$ cat src/rtl/q2_resp_checker_pkg.sv
// Shared types and sizes for the q2 exhaustive response checker.
package q2_resp_checker_pkg;

  localparam int unsigned NUM_VEC = 16;
  localparam int unsigned IDX_W   = 4;
  localparam int unsigned ERR_W   = 6;
  localparam int unsigned CNT_W   = 4;

  typedef enum logic [1:0] {
    ST_IDLE   = 2'd0,
    ST_SETTLE = 2'd1,
    ST_SAMPLE = 2'd2,
    ST_DONE   = 2'd3
  } state_t;

  // Number of mismatching outputs (0..2) for one sampled vector.
  function automatic logic [1:0] mismatch_count(input logic f, input logic g,
                                                input logic exp_f, input logic exp_g);
    return 2'({1'b0, f ^ exp_f} + {1'b0, g ^ exp_g});
  endfunction

endpackage

$ cat src/rtl/q2_settle_timer.sv
// Loadable down-counter; expire_c is high in the last cycle of the settle window.
module q2_settle_timer
  import q2_resp_checker_pkg::*;
(
  input  logic             clk,
  input  logic             rst_n,
  input  logic             load,
  input  logic [CNT_W-1:0] count,
  output logic             expire_c
);

  logic [CNT_W-1:0] cnt;

  always_ff @(posedge clk or negedge rst_n) begin
    if (!rst_n) begin
      cnt <= '0;
    end else if (load) begin
      cnt <= count;
    end else if (cnt != '0) begin
      cnt <= cnt - CNT_W'(1);
    end
  end

  // Counter parks at zero, so the pulse fires once per load.
  assign expire_c = (cnt == CNT_W'(1));

endmodule

$ cat config.mk
export PLATFORM = sky130hd
export DESIGN_NAME = q2_settle_timer
export DESIGN_NICKNAME = d
export VERILOG_FILES = /design/src/rtl/q2_resp_checker_pkg.sv /design/src/rtl/q2_settle_timer.sv
export SDC_FILE = /design/constraint.sdc
export NUM_CORES = 1
export LEC_CHECK = 0
export BUFFER_PORTS_ARGS = -buffer_cell sky130_fd_sc_hd__clkbuf_2
export CORE_AREA = 2 2 39 41
export CTS_BUF_LIST = sky130_fd_sc_hd__clkbuf_16
export DETAILED_ROUTE_END_ITERATION = 6
export DIE_AREA = 0 0 41 43
export GPL_ROUTABILITY_DRIVEN = 0
export PLACE_DENSITY = 0.45
export SLEW_MARGIN = 20
export SYNTH_ARGS = -nofsm -noshare
export SYNTH_HDL_FRONTEND = slang
export SYNTH_SLANG_ARGS = --single-unit
$ cat constraint.sdc
create_clock -name clk -period 3.7 [get_ports clk]
set_input_delay 0.74 -clock clk [delete_from_list [all_inputs] [get_ports clk]]
set_output_delay 0.74 -clock clk [all_outputs]
set_load 0.005 [all_outputs]
==> metrics.cfg <==
[status]
outcome = finished, final reports clean

[setup_path]
arrival_ns = 1.18
cpLargestDelayFamily = flip-flops
reg2reg_from = cnt[0]
critical_path_class = flip-flop to output port
cp_max_fo = 4
slowest_stage = dfrtp_1
start_kind = flip-flop
max_stage_delay_ns = 0.37
reg2reg_slack_ns = 2.27
endpoint_kind = output port
worst-path-buf-inv = 2
regToRegEndpoint = cnt[1]
cp_data_required_time_ns = 2.96
path_cells = inv_1, ha_1, nor3b_1, clkbuf_2
r2r_cells = 5

[yosys]
synth_edf_count = 0
synthArstFlopShare_pct = 100
yosys_warnings = 0
synth_area_leaders = dfrtp_1 (38%), ha_1 (14%), nor3b_4 (7.1%), xnor2_1 (6.6%), nor3b_1 (5.7%)
synth_top_cell_by_area = dfrtp_1
syn-num-nets = 34
postSynthCellCount = 24
ys_ff_latch = 4
avgSynthCellArea_um2 = 11.1
synthFlopType = dfrtp_1
yosysTopAreaCellShare_pct = 37.7
synth_commonest_cells = dfrtp_1 (4), ha_1 (3)
ys_seq_area_share_pct = 37.7
yosys.cell_count.top_type = dfrtp_1
ys_types = 14
netlist_area_um2 = 265

[clock_network]
htree_levels = 1
post-cts-setup-buffers = 0
cts_made_buffers = 3
clock_path_buffers = 2
clk_pin_slew_ns = 0.03
clk_latency_ns = 0.23
ctsHoldBuffers = 0
cts_tree = done
root_buffer = clkbuf_16
cts_resized = 0
clock_sinks = 4

[finish]
largestRegisters = cnt (4)
drive_gt1_share_pct = 36.4
final_util_pct = 28.0
n_antenna_cell = 0
multiInputGateArea_um2 = 150
fin_cells = 49
nets = 45
regArea_um2 = 100
syn2layout_area_growth_pct = 46.2
n_fill_cell = 146
largest_register_ffs = 4
largest-register = cnt

[route]
drc = 0
drt_iter0_markers = 0
routed_wl_um = 540
ant_nets = 0
avgRoutedWirePerCell_um = 11.0
viasPerCell = 4.22
via_count = 207
drt_pass1_iterations = 1

[sta]
hold_viol_final = 0
slew_headroom_pct = 82.5
maxSlewViolCount = 0
whs_ns = 0.319
period_share_pct = 52.0
period_needed_ns = 1.92
tns_ns = 0
worstMarginPinSlew_ns = 0.260
max_freq_ghz = 0.520
finClkSkew_ns = 0.000466
setup_slack_ns = 1.78
setup_viol = 0
grt_setup_unrepaired = no

[flow_run]
cap_violations = 0

[placement]
portBuffers = 7
place_inst = 46
dpl.hpwl_um = 408
pre_cts_ws_ns = 2.02

[die]
ios = 8
dieArea_um2 = 1760
die_height_um = 43
initial_core_util_pct = 19.2
rows = 14
core_area_um2 = 1380
dieWidth_um = 41

[grt]
antenna_found_initial = 0
grt_pass1_vias = 233
grt_max_degree = 9
grt-ovfl-total = 0
grt_pass1_wl_um = 945
track_usage_pct = 9.34

[power]
ir_drop_mv = 0.224
p_per_area_nw_per_um2 = 777
power_leakage_nw = 0.179

[min_path]
hold_class = primary input to async pin

kinds of logic after synthesis:
kind of cell	Yosys count	synth area share (%)
adders and majority gates	3	14.2
DFF	4	37.7
xor gates and xnor gates	2	6.60
buffers and inverters	3	5.66
muxes	2	8.02
AOI/OAI and AO/OA	3	8.49
and+or+nand+nor	7	19.3
through the flow:
stage / total power (W) / cell area (µm²)
floorplan: 0.000118 / 265
global placement: 0.000131 / 313
detailed placement: 0.000133 / 313
CTS: 0.000307 / 388
global route: 0.000321 / 388
finish: 0.000301 / 388
cell usage in the layout (no fill, tap or decap):
cell type / instances
nand2_1: 2
mux2i_1: 1
nor3_1: 2
clkbuf_2: 7
xnor2_1: 2
o31ai_1: 1
nor3b_1: 2
clkbuf_16: 3
inv_1: 2
dfrtp_1: 4
o21ai_0: 1
nor3b_4: 1
mux2_2: 1
a221o_1: 1
ha_1: 3
how the worst max path moves through the flow:
stage / from / end / cells past startpoint
after floorplan: cnt[1] / expire_c / 3
final: cnt[1] / expire_c / 4
after detailed placement: cnt[1] / expire_c / 4
after CTS: cnt[1] / expire_c / 4
after global routing: cnt[1] / expire_c / 4
after global placement: cnt[1] / expire_c / 4
per-layer routing:
metal	vias up	wire length [µm]	track usage [%]
li1	104	-	-
met1	90	204	9.00
met2	9	234	11.9
met3	4	63	6.28
met4	0	38	10.0
met5	-	0	0
worst reg2reg max path, cell delays in order (launching register included):
cell and delay (ns):
dfrtp_1 0.39, inv_1 0.12, ha_1 0.19, nor3b_4 0.25, mux2i_1 0.10, mux2_2 0.26
power breakdown:
group | total, W | internal (W) | leakage (nW) | switching, W
combinational | 0.0000630 | 0.0000344 | 0.0940 | 0.0000285
clock | 0.000169 | 0.000138 | 0.0370 | 0.0000312
sequential | 0.0000692 | 0.0000559 | 0.0479 | 0.0000133
total | 0.000301 | 0.000228 | 0.179 | 0.0000730
layout make-up:
type | instances | area share (%)
Timing Repair Buffer | 7 | 9.03
Sequential cell | 4 | 25.8
Clock buffer | 3 | 19.4
Multi-Input combinational cell | 17 | 38.7
Tap cell | 16 | 5.16
Inverter | 2 | 1.94
Power figures use the tool's default switching activity.
